==> src/rtl/alu_pkg.sv <==
// Shared widths and command type for the 4-bit alu, its issue queue and the result consumer.
package alu_pkg;

  localparam int DATA_W = 4;
  localparam int OP_W   = 3;

  typedef struct packed {
    logic [DATA_W-1:0] a;
    logic [DATA_W-1:0] b;
    logic [OP_W-1:0]   op;
  } alu_cmd_t;

endpackage

==> src/rtl/alu_cmd_fifo.sv <==
// Synchronous FIFO of alu commands with push/pop/occupancy; full/empty are decided by count.
module alu_cmd_fifo #(
  parameter type T     = alu_pkg::alu_cmd_t,
  parameter int  DEPTH = 4,
  localparam int CNT_W = $clog2(DEPTH + 1),
  localparam int PTR_W = $clog2(DEPTH)
) (
  input  logic             clk,
  input  logic             rst_n,
  input  logic             push_i,
  input  logic             pop_i,
  input  T                 wdata_i,
  output T                 head_o,
  output logic [CNT_W-1:0] count_o,
  output logic             full_o,
  output logic             empty_o
);

  T                 mem_q [DEPTH];
  logic [PTR_W-1:0] wr_ptr_q, wr_ptr_d;
  logic [PTR_W-1:0] rd_ptr_q, rd_ptr_d;
  logic [CNT_W-1:0] count_q, count_d;
  logic             do_push;
  logic             do_pop;

  assign full_o  = (count_q == CNT_W'(DEPTH));
  assign empty_o = (count_q == '0);
  assign do_push = push_i && !full_o;
  assign do_pop  = pop_i && !empty_o;

  // Pointers wrap naturally because DEPTH is a power of two.
  always_comb begin
    wr_ptr_d = wr_ptr_q;
    rd_ptr_d = rd_ptr_q;
    count_d  = count_q;
    if (do_push) wr_ptr_d = wr_ptr_q + PTR_W'(1);
    if (do_pop)  rd_ptr_d = rd_ptr_q + PTR_W'(1);
    case ({do_push, do_pop})
      2'b10:   count_d = count_q + CNT_W'(1);
      2'b01:   count_d = count_q - CNT_W'(1);
      default: count_d = count_q;
    endcase
  end

  always_ff @(posedge clk or negedge rst_n) begin
    if (!rst_n) begin
      wr_ptr_q <= '0;
      rd_ptr_q <= '0;
      count_q  <= '0;
    end else begin
      wr_ptr_q <= wr_ptr_d;
      rd_ptr_q <= rd_ptr_d;
      count_q  <= count_d;
    end
  end

  always_ff @(posedge clk) begin
    if (do_push) mem_q[wr_ptr_q] <= wdata_i;
  end

  assign head_o  = empty_o ? T'('0) : mem_q[rd_ptr_q];
  assign count_o = count_q;

endmodule

==> src/rtl/alu_cmd_queue.sv <==
// Issue stage for the combinational alu: buffers commands, drives the head to the alu,
// and registers each result for a downstream valid/ready consumer.
module alu_cmd_queue #(
  parameter int  DATA_W = alu_pkg::DATA_W,
  parameter int  OP_W   = alu_pkg::OP_W,
  parameter int  DEPTH  = 4,
  localparam int CNT_W  = $clog2(DEPTH + 1)
) (
  input  logic              clk,
  input  logic              rst_n,
  input  logic              in_valid,
  output logic              in_ready,
  input  logic [DATA_W-1:0] in_a,
  input  logic [DATA_W-1:0] in_b,
  input  logic [OP_W-1:0]   in_op,
  output logic [DATA_W-1:0] alu_a,
  output logic [DATA_W-1:0] alu_b,
  output logic [OP_W-1:0]   alu_op,
  input  logic [DATA_W-1:0] alu_out,
  output logic              res_valid,
  input  logic              res_ready,
  output logic [DATA_W-1:0] res_data,
  output logic [OP_W-1:0]   res_op,
  output logic [CNT_W-1:0]  count
);

  typedef struct packed {
    logic [DATA_W-1:0] a;
    logic [DATA_W-1:0] b;
    logic [OP_W-1:0]   op;
  } cmd_t;

  cmd_t              wcmd;
  cmd_t              head;
  logic              fifo_full;
  logic              fifo_empty;
  logic              push;
  logic              fire;
  logic              res_valid_q, res_valid_d;
  logic [DATA_W-1:0] res_data_q, res_data_d;
  logic [OP_W-1:0]   res_op_q, res_op_d;

  assign wcmd     = '{a: in_a, b: in_b, op: in_op};
  assign in_ready = !fifo_full;
  assign push     = in_valid && in_ready;
  // A command pushed into an empty queue is not visible to fire until the next cycle.
  assign fire     = !fifo_empty && (!res_valid_q || res_ready);

  alu_cmd_fifo #(
    .T     (cmd_t),
    .DEPTH (DEPTH)
  ) u_fifo (
    .clk     (clk),
    .rst_n   (rst_n),
    .push_i  (push),
    .pop_i   (fire),
    .wdata_i (wcmd),
    .head_o  (head),
    .count_o (count),
    .full_o  (fifo_full),
    .empty_o (fifo_empty)
  );

  assign alu_a  = head.a;
  assign alu_b  = head.b;
  assign alu_op = head.op;

  always_comb begin
    res_valid_d = res_valid_q;
    res_data_d  = res_data_q;
    res_op_d    = res_op_q;
    if (fire) begin
      res_valid_d = 1'b1;
      res_data_d  = alu_out;
      res_op_d    = head.op;
    end else if (res_valid_q && res_ready) begin
      res_valid_d = 1'b0;
    end
  end

  always_ff @(posedge clk or negedge rst_n) begin
    if (!rst_n) begin
      res_valid_q <= 1'b0;
      res_data_q  <= '0;
      res_op_q    <= '0;
    end else begin
      res_valid_q <= res_valid_d;
      res_data_q  <= res_data_d;
      res_op_q    <= res_op_d;
    end
  end

  assign res_valid = res_valid_q;
  assign res_data  = res_data_q;
  assign res_op    = res_op_q;

endmodule

==> config.mk <==
export PLATFORM = sky130hd
export DESIGN_NAME = alu_cmd_queue
export DESIGN_NICKNAME = d
export VERILOG_FILES = /design/src/rtl/alu_pkg.sv /design/src/rtl/alu_cmd_fifo.sv /design/src/rtl/alu_cmd_queue.sv
export SDC_FILE = /design/constraint.sdc
export NUM_CORES = 1
export LEC_CHECK = 0
export CAP_MARGIN = 20
export CELL_PAD_IN_SITES_DETAIL_PLACEMENT = 0
export CELL_PAD_IN_SITES_GLOBAL_PLACEMENT = 2
export CORE_MARGIN = 2
export CORE_UTILIZATION = 34
export CTS_CLUSTER_DIAMETER = 60
export DETAILED_ROUTE_END_ITERATION = 8
export GPL_ROUTABILITY_DRIVEN = 0
export PLACE_DENSITY = 0.81
export RECOVER_POWER = 50
export SKIP_CTS_REPAIR_TIMING = 1
export SLEW_MARGIN = 20
export SYNTH_ARGS = -nofsm -noshare
export SYNTH_HDL_FRONTEND = slang
export SYNTH_SLANG_ARGS = --single-unit
==> constraint.sdc <==
create_clock -name clk -period 2.1 [get_ports clk]
set_input_delay 0.525 -clock clk [delete_from_list [all_inputs] [get_ports clk]]
set_output_delay 0.525 -clock clk [all_outputs]
set_load 0.02 [all_outputs]
==> results.toml, run 1 <==
[setup_path]
crit_arrival_ns = 1.69
start_kind = "flip-flop"
required_ns = 1.57
slowest_stage = "mux4_2"
critPathCaptureType = "primary output"
crit_fanout = 8
r2r.worst_path.cells = 9
worstSetupPathType = "reg2out"
crit_chain = "buf_12, mux4_2, nor2b_1, buf_2"
critical-path-max-stage-delay_ns = 0.50

[placement]
hpwl_mm = 2.94
dp_slack_ns = -0.333
place_area_mm2 = 0.00302
portBuffers = 41

[timing]
setup_viol = 11
fmax_mhz = 451
finalHoldViolCount = 0
max_slew_margin_pct = 44.1
finalCritPeriodShare_pct = 106
tightest_slew_ns = 0.839
setup_tns_ns = -1.04
finalMaxSlewViolations = 0
finalCriticalPeriod_ns = 2.22
rsz0062_at_grt = "true"
fin_ws_ns = -0.116
clock_skew_ns = 0.00979

[worst_hold_path]
hp-class = "reg2reg"
min_path_cells = 1

[final_layout]
fill_cells = 577
post-route-util_pct = 47.2
syn_to_final_growth_pct = 34.5
drive_above_1_share_pct = 39.2
final_cell_area_mm2 = 0.00321
diodes = 0
nNetsFinal = 211

[die]
start_util_pct = 35.1
row_count = 30
die-width_um = 87.8
die_y_um = 87.8
dieArea_mm2 = 0.00770
fp.coreArea_mm2 = 0.00679
io_pins = 42

[route]
ant_nets = 0
wl_per_cell_um = 14.2
via_count = 1257
drt-initial-drc-count = 92
drt_wl_total_mm = 4.06
drc = 0
vias_per_cell = 4.41
first_pass_iters = 5

[global_routing]
grt-ovfl-total = 0
grt_antenna_before_repair = 0
grt_pass1_vias = 1317
grt_pass1_wl_mm = 6.24
grt_start_max_net_pins = 16
grt_use_total_pct = 11.3

[power_and_ir_drop]
peakVddDrop_uv = 569
power.leakage_uw = 0.00121
total_power_uw = 4800
powerDensity_mw_per_mm2 = 1500

[clock_network]
clkSinkCount = 59
root_buffer = "clkbuf_8"
clkTransAtPathRegs_ns = 0.06
htreeDepth = 3
cts_buffer_depth = 2
insertion_delay_ns = 0.33
cts_buffers = 9
cts_tree = "built"

[yosys]
synthCells = 124
syn-num-nets = 149
syn_area_per_cell_um2 = 19.2
synth.distinct_cells = 23
ys_ff_latch = 59
synth_top_area_cell = "edfxtp_1"
netlist_top_cells_area = "edfxtp_1 55%, dfrtp_1 16%, mux4_2 10%"
seq_area_frac_synth_pct = 71.1
synth_area_mm2 = 0.00238
netlist.area_leader.share_pct = 55.4
synth_warnings = 0

[run]
drv_cap = 0

[run_status]
outcome = "complete, but fails checks"
violations = "negative setup slack"
==> registers in the layout, summed over array words and instances, names as in the netlist <==
signal,count
res_data,4
u_fifo.count_o,3
u_fifo.wr_ptr_q,2
u_fifo.rd_ptr_q,2
res_valid,1
res_op,3
u_fifo.mem_q,44
==> Yosys cell counts <==
| cell | instances |
|---|---|
| edfxtp_1 | 44 |
| dfrtp_1 | 15 |
| nor2b_1 | 12 |
| mux4_2 | 11 |
| mux2_2 | 7 |
| inv_1 | 6 |
| ha_1 | 5 |
| and3_2 | 4 |
| xor2_1 | 4 |
| buf_2 | 2 |
| xnor2_1 | 2 |
| and2_4 | 1 |
| and3b_1 | 1 |
| buf_4 | 1 |
| clkbuf_1 | 1 |
| fa_1 | 1 |
| mux2_4 | 1 |
| mux2i_1 | 1 |
| nand2_1 | 1 |
| nand2b_1 | 1 |
| nor2_1 | 1 |
| nor3_2 | 1 |
| or3b_4 | 1 |
==> metrics by stage <==
step / std cells / hold WS (ns)
6_report: 285 / 0.502
5_1_grt: 285 / 0.522
4_1_cts: 282 / 0.500
3_5_place_dp: 268 / 0.498
3_3_place_gp: 268 / 0.486
2_1_floorplan: 124 / 0.229
==> per-layer routing <==
metal | up-vias | part of all wire (%) | global-route usage (%)
met5 | - | 0 | 0
met4 | 0 | 2.4 | 6.71
met3 | 7 | 4.1 | 3.96
met2 | 30 | 55 | 19.4
met1 | 631 | 38 | 12.0
li1 | 589 | - | -
==> cell families (layout without fill, tap and decap cells) <==
family | count (synthesis) | in the layout | share of synthesized area, %
xor gates and xnor gates | 6 | 6 | 2.20
adders and majority gates | 6 | 6 | 3.46
buffers and inverters | 10 | 75 | 1.84
muxes | 20 | 20 | 14.7
and+or+nand+nor | 23 | 23 | 6.61
DFF | 59 | 59 | 71.1
==> final timing paths <==
path | from | slack [ns] | endpoint
min in group asynchronous | rst_n | 0.80 | res_data[2]$_DFFE_PN0P_
setup / recovery | u_fifo.rd_ptr_q[0]$_DFFE_PN0P_ | -0.12 | alu_op[0]
max in group asynchronous | rst_n | 0.71 | u_fifo.count_o[1]$_DFFE_PN0P_
hold reg to reg | u_fifo.count_o[2]$_DFFE_PN0P_ | 0.50 | u_fifo.count_o[2]$_DFFE_PN0P_
hold / removal | u_fifo.count_o[2]$_DFFE_PN0P_ | 0.50 | u_fifo.count_o[2]$_DFFE_PN0P_
setup reg to reg | u_fifo.count_o[0]$_DFFE_PN0P_ | 0.02 | u_fifo.count_o[2]$_DFFE_PN0P_
==> layout make-up <==
cell class                 count  area (um^2)  share of cell area [%]
sequential                    59         1700                    53.0
multi-input combinational     55          682                    21.3
timing repair buffer          55          512                    16.0
clock buffer                  10          128                    3.98
tap                           96          120                    3.74
clock inverter                 4         43.8                    1.37
inverter                       6         22.5                   0.702
==> where the power goes <==
group          total [uW]  internal [uW]  switching, uW
Sequential           1740           1600            146
Combinational        2160           1130           1030
Clock                 903            526            377
==> cell usage in the layout (no fill, tap or decap), types with 3 or more instances in the layout <==
master           instances
inv_1                    4
dlygate4sd3_1           12
clkbuf_8                 9
mux4_2                  11
ha_1                     4
dfrtp_1                 12
buf_4                   12
and3_2                   4
clkdlybuf4s50_1         17
xor2_1                   4
nor2b_2                  3
nor2b_1                  7
buf_2                    4
dfrtp_2                  3
edfxtp_1                44
mux2_2                   7
buf_6                    4
==> worst max-delay path: cells and delay by family (launching register included) <==
| family | cells | cell delay, ns |
|---|---|---|
| buffers and inverters | 2 | 0.30 |
| flip-flops | 1 | 0.41 |
| multiplexers | 1 | 0.50 |
| AND/OR/NAND/NOR | 1 | 0.15 |
Power figures use the tool's default switching activity.
==> inputs of run 2 (changes only) <==
--- a/config.mk
+++ b/config.mk
@@ -8,7 +8,7 @@
 export CAP_MARGIN = 20
 export CELL_PAD_IN_SITES_DETAIL_PLACEMENT = 0
 export CELL_PAD_IN_SITES_GLOBAL_PLACEMENT = 2
-export CORE_MARGIN = 2
+export CORE_MARGIN = 5
 export CORE_UTILIZATION = 34
 export CTS_CLUSTER_DIAMETER = 60
 export DETAILED_ROUTE_END_ITERATION = 8
==> constraint.sdc (replaced) <==
create_clock -name clk -period 2.1 [get_ports clk]
set_input_delay 0.525 -clock clk [delete_from_list [all_inputs] [get_ports clk]]
set_output_delay 0.525 -clock clk [all_outputs]
set_load 0.05 [all_outputs]
==> results.toml, run 2 (same netlist as run 1, synthesis figures left out) <==
[placement]
dp_slack_ns = -0.386
place_area_mm2 = 0.00299
hpwl_mm = 3.14
portBuffers = 41

[route]
drc = 0
drt-initial-drc-count = 80
via_count = 1269
wl_per_cell_um = 15.3
vias_per_cell = 4.47
ant_nets = 0
first_pass_iters = 4
drt_wl_total_mm = 4.34

[die]
die_y_um = 93.8
fp.coreArea_mm2 = 0.00679
io_pins = 42
dieArea_mm2 = 0.00879
start_util_pct = 35.1
row_count = 30
die-width_um = 93.8

[final_layout]
mostFrequentLayoutCells = "44 x edfxtp_1, 16 x clkdlybuf4s50_1, 14 x buf_6"
diodes = 0
fill_cells = 589
largest_reg_flops = 44
top_register = "u_fifo.mem_q"
final_common_cell = "edfxtp_1"
final_cell_area_mm2 = 0.00323
nNetsFinal = 208
syn_to_final_growth_pct = 35.3
drive_above_1_share_pct = 42.0

[timing]
finalCritPeriodShare_pct = 105
max_slew_margin_pct = 42.8
rsz0062_at_grt = "true"
finalHoldViolCount = 0
tightest_slew_ns = 0.858
clock_skew_ns = 0.00791
fin_ws_ns = -0.113
finalCriticalPeriod_ns = 2.21
fmax_mhz = 452
finalMaxSlewViolations = 0
setup_viol = 12

[global_routing]
grt_pass1_vias = 1417
grt_start_max_net_pins = 16
grt_antenna_before_repair = 0
grt_use_total_pct = 11.2
grt-ovfl-total = 0
grt_pass1_wl_mm = 7.16

[clock_network]
cts_buffer_depth = 2
root_buffer = "clkbuf_8"
cts_tree = "built"
htreeDepth = 3
clkSinkCount = 59
insertion_delay_ns = 0.33
clkTransAtPathRegs_ns = 0.06
cts_buffers = 9

[setup_path]
worstSetupPathType = "reg2out"
critPathCaptureType = "primary output"
crit_arrival_ns = 1.69
required_ns = 1.57
start_kind = "flip-flop"
crit_fanout = 8

[run_status]
violations = "negative setup slack"
outcome = "complete, but fails checks"

[worst_hold_path]
hp-class = "reg2reg"

[run]
drv_cap = 0
run 2: changes by cell type in the layout (fill, tap and decap cells not counted), sizes merged:
cell           delta
buf               +1
bufinv            -1
clkdlybuf4s50     -1
clkinvlp          +1
dlymetal6s2s      -1
run 2: final timing paths:
path / startpoint / end / slack [ns] / cells past startpoint
max: u_fifo.rd_ptr_q[0]$_DFFE_PN0P_ / alu_op[0] / -0.11 / 4
min: res_op[1]$_DFFE_PN0P_ / res_op[1]$_DFFE_PN0P_ / 0.50 / 1
max reg2reg: u_fifo.count_o[1]$_DFFE_PN0P_ / u_fifo.count_o[2]$_DFFE_PN0P_ / 0.04 / 9
min reg2reg: res_op[1]$_DFFE_PN0P_ / res_op[1]$_DFFE_PN0P_ / 0.50 / 1
max in group asynchronous: rst_n / u_fifo.count_o[0]$_DFFE_PN0P_ / 0.69 / 2
min in group asynchronous: rst_n / res_data[0]$_DFFE_PN0P_ / 0.82 / 2
run 2: area by class of cell:
cell class	count	area, um^2	share of cell area [%]
flip-flops and latches	59	1700	52.8
multi-input cells	55	717	22.2
well taps	96	120	3.72
clock inverters	4	20.0	0.621
repair buffers	52	509	15.8
inverters	6	22.5	0.698
clock buffers	12	135	4.19
run 2: per-layer routing:
| metal | up-vias | share of wire (%) | global-route usage (%) |
|---|---|---|---|
| met3 | 14 | 4.1 | 3.77 |
| met4 | 0 | 3.2 | 6.50 |
| met5 | - | 0 | 0 |
| met2 | 34 | 56 | 19.9 |
| met1 | 637 | 36 | 11.2 |
| li1 | 584 | - | - |
run 2: critical path, stage by stage (launching register included):
cell and delay, ns:
dfrtp_1 0.37, buf_6 0.17, mux4_2 0.52, nor2b_4 0.14, buf_6 0.15
run 2: per-stage QoR:
stage | hold WS, ns | util [%] | std cells | TNS, ns
after floorplan | 0.229 | - | 124 | -0.227
after global placement | 0.487 | 44.0 | 268 | -0.444
after detailed placement | 0.497 | 44.0 | 268 | -0.628
after CTS | 0.509 | 46.3 | 284 | -2.29
after global routing | 0.527 | 47.5 | 284 | -2.06
final | 0.501 | 47.5 | 284 | -1.03
Power of run 2 is left out: the tool's default activity adds up to more than one toggle a clock period on the data nets, which glitch-free logic cannot reach.
==> inputs of run 3 (changes only) <==
==> constraint.sdc (replaced) <==
create_clock -name clk -period 2 [get_ports clk]
set_input_delay 0.5 -clock clk [delete_from_list [all_inputs] [get_ports clk]]
set_output_delay 0.5 -clock clk [all_outputs]
set_load 0.05 [all_outputs]
==> results.toml, run 3 (same netlist as run 1, synthesis figures left out) <==
[run_status]
outcome = "complete, but fails checks"
violations = "negative setup slack"

[die]
dieArea_mm2 = 0.00879
die-width_um = 93.8
row_count = 30
fp.coreArea_mm2 = 0.00679
start_util_pct = 35.1
die_y_um = 93.8
io_pins = 42

[timing]
fin_ws_ns = -0.215
setup_viol = 11
clock_skew_ns = 0.00757
tightest_slew_ns = 0.751
finalMaxSlewViolations = 0
fin_hold_ws_ns = 0.509
max_slew_margin_pct = 49.7
finalCriticalPeriod_ns = 2.21
rsz0062_at_grt = "true"
finalHoldViolCount = 0
fmax_mhz = 451
finalCritPeriodShare_pct = 111

[route]
ant_nets = 0
vias_per_cell = 4.49
wl_per_cell_um = 15.7
drc = 0
via_count = 1283
drt-initial-drc-count = 72
drt_wl_total_mm = 4.49
first_pass_iters = 4

[final_layout]
mostFrequentLayoutCells = "44 x edfxtp_1, 22 x buf_4, 14 x buf_6"
nNetsFinal = 210
final_common_cell = "edfxtp_1"
syn_to_final_growth_pct = 34.8
largest_reg_flops = 44
drive_above_1_share_pct = 48.4
final_cell_area_mm2 = 0.00322
top_register = "u_fifo.mem_q"
diodes = 0

[setup_path]
required_ns = 1.50
worstSetupPathType = "reg2out"
critPathCaptureType = "primary output"
start_kind = "flip-flop"
crit_fanout = 8
crit_arrival_ns = 1.71

[clock_network]
cts_buffers = 9
insertion_delay_ns = 0.33
htreeDepth = 3
clkTransAtPathRegs_ns = 0.06
cts_buffer_depth = 2
cts_tree = "built"
clkSinkCount = 59
root_buffer = "clkbuf_8"

[placement]
dp_slack_ns = -0.443
portBuffers = 41
hpwl_mm = 3.18
place_area_mm2 = 0.00297

[run]
drv_cap = 0

[global_routing]
grt_start_max_net_pins = 16
grt_pass1_wl_mm = 7.03
grt_antenna_before_repair = 0
grt_use_total_pct = 11.1
grt_pass1_vias = 1422
grt-ovfl-total = 0

[worst_hold_path]
hp-class = "reg2reg"
run 3: cell types whose count changed in the layout (fill, tap and decap cells not counted), moves of 2 or more:
| cell | before | now |
|---|---|---|
| clkdlybuf4s50_1 | 16 | 6 |
| nor2b_2 | 5 | 7 |
| clkinv_1 | 2 | 0 |
| clkbuf_1 | 4 | 6 |
| buf_4 | 9 | 22 |
run 3: final cells by class:
cell class              instances  area (um^2)
clock buffers                  15          146
clock inverters                 1         5.00
multi-input cells              55          714
inverters                       6         25.0
fillers                       587         3580
well taps                      96          120
flip-flops and latches         59         1700
repair buffers                 54          503
run 3: worst paths after layout:
check,start,to,slack (ns),cells after the start
max in group asynchronous,rst_n,u_fifo.count_o[0]$_DFFE_PN0P_,0.79,1
hold / removal,res_op[2]$_DFFE_PN0P_,res_op[2]$_DFFE_PN0P_,0.51,1
hold reg to reg,res_op[2]$_DFFE_PN0P_,res_op[2]$_DFFE_PN0P_,0.51,1
setup reg to reg,u_fifo.count_o[0]$_DFFE_PN0P_,u_fifo.count_o[2]$_DFFE_PN0P_,0.02,9
min in group asynchronous,rst_n,res_data[0]$_DFFE_PN0P_,0.68,1
setup / recovery,u_fifo.rd_ptr_q[0]$_DFFE_PN0P_,alu_b[1],-0.21,4
run 3: through the flow:
step | std cells | utilization, % | setup TNS [ns]
6_report | 286 | 47.3 | -2.15
5_1_grt | 286 | 47.3 | -2.96
4_1_cts | 285 | 45.9 | -3.33
3_5_place_dp | 269 | 43.7 | -1.16
3_3_place_gp | 269 | 43.7 | -0.749
2_1_floorplan | 124 | - | -0.600
run 3: critical path, stage by stage (launching register included):
cell and delay, ns:
dfrtp_1 0.39, buf_6 0.18, mux4_2 0.50, nor2b_2 0.17, buf_6 0.15
run 3: routing by layer:
layer / vias up / routed length [um] / track usage (%)
met5: - / 0 / 0
met4: 0 / 106 / 7.22
met3: 10 / 167 / 3.45
met2: 21 / 2510 / 18.8
met1: 667 / 1700 / 11.8
li1: 585 / - / -
Power of run 3 is left out for the same reason.
==> patch (config.mk and constraints of run 3) <==
`DEPTH` is set to 4 in 2 places; all go to 2.
--- a/src/rtl/alu_cmd_fifo.sv
+++ b/src/rtl/alu_cmd_fifo.sv
@@ -2,5 +2,5 @@
 module alu_cmd_fifo #(
   parameter type T     = alu_pkg::alu_cmd_t,
-  parameter int  DEPTH = 4,
+  parameter int  DEPTH = 2,
   localparam int CNT_W = $clog2(DEPTH + 1),
   localparam int PTR_W = $clog2(DEPTH)
--- a/src/rtl/alu_cmd_queue.sv
+++ b/src/rtl/alu_cmd_queue.sv
@@ -4,5 +4,5 @@
   parameter int  DATA_W = alu_pkg::DATA_W,
   parameter int  OP_W   = alu_pkg::OP_W,
-  parameter int  DEPTH  = 4,
+  parameter int  DEPTH  = 2,
   localparam int CNT_W  = $clog2(DEPTH + 1)
 ) (
Ports: changed (resized count); port bits go from 42 to 41. No check against the original RTL was run, so the function may have changed too.
==> patch against run 3 <==
Synthesized area decreased by 45%. Clock skew hardly changed. Cell area down 41%. Cell count fell by 35%. Sequential share of layout area decreased by 2.3 points. Wire length down 43%. Worst setup slack better by 0.29 ns. Sequential cell count shrank 25.
Power is left out: the tool's default activity adds up to more than one toggle a clock period on the data nets, which glitch-free logic cannot reach.
==> patch: results (changes against run 3) <==
| Metric | Value |
|---|---|
| Vias in the first global route | 872 (-39%) |
| Worst Hold Slack | 0.510 ns (+0.00138 ns) |
| 1st-iter DRT viols | 27 (-63%) |
| Critical Path AT | 1.43 ns (-0.28 ns) |
| Clock buffer count from CTS | 5 (-4) |
| Max incr delay on CP | 0.80 ns (+0.30 ns) |
| Worst hold path endpoint | res_data[2] |
| Cells after Synth | 84 (-32%) |
| Worst Setup EP | res_op[0] |
| PortBufs | 40 (-2.4%) |
| Post-synth EDFFs | 22 (-50%) |
| Multi-input gate area in the final layout | 369 um^2 (-48%) |
| Placed Area | 0.00181 mm^2 (-39%) |
| Vias per inst | 4.35 (-3.0%) |
| Critical path's slowest cell | clkdlybuf4s50_1 |
| Met3 usage | 0.0416 (+0.00710) |
| Worst reg-to-reg path cell count | 3 (-6) |
| # fillers | 341 (-42%) |
| Fraction of layout cells with a size suffix above 1 | 0.372 (-0.112) |
| Worst path top cell family by delay | buffers and inverters |
| Routed via count | 805 (-37%) |
| Worst Setup SP | res_op[0] |
| GRT Total Usage | 0.106 (-0.00518) |
| R2r setup slk | 0.35 ns (+0.33 ns) |
| Async S/R FF share, synth | 0.353 (+0.0987) |
| Relative slew slack | 0.559 (+0.0620) |
| Crit Path Max Fanout | 2 (-6) |
| Startpoint of the worst hold path | res_data[2] |
| Met2 Use GR | 0.180 (-0.00807) |
| Clock skew | 0.00719 ns (-0.000378 ns) |
| Placement Setup Slack | 0.122 ns (+0.565 ns) |
| Largest net degree at the start of global routing | 14 (-2) |
| Status | finished clean |
| WL per Instance | 13.8 um (-12%) |
| DR WL met3 | 137 um (-18%) |
| Seq/Total Area, Yosys | 0.727 (+0.0151) |
-- patch: changes by cell type after synthesis, sizes merged, moves of 2 or more --
cell	delta
dfrtp	-3
buf	-2
mux4	-11
nor2b	-12
mux2i	+13
mux2	-4
and3	-3
nor2	+13
ha	-4
edfxtp	-22
xor2	-2
-- patch: final cells by class --
cell class / count / share of cell area
Clock inverter: 1 / 0.00264
Multi-Input combinational cell: 43 / 0.194
Timing Repair Buffer: 47 / 0.210
Inverter: 5 / 0.00988
Tap cell: 48 / 0.0316
Clock buffer: 7 / 0.0455
Sequential cell: 34 / 0.506
-- patch: cells by family after synthesis --
logic type | count (synthesis) | synth area share
DFF | 34 | 0.727
muxes | 18 | 0.140
and+or+nand+nor | 17 | 0.0539
buffers and inverters | 7 | 0.0208
xor gates and xnor gates | 5 | 0.0331
AOI/OAI and AO/OA | 2 | 0.0161
adders and majority gates | 1 | 0.00946
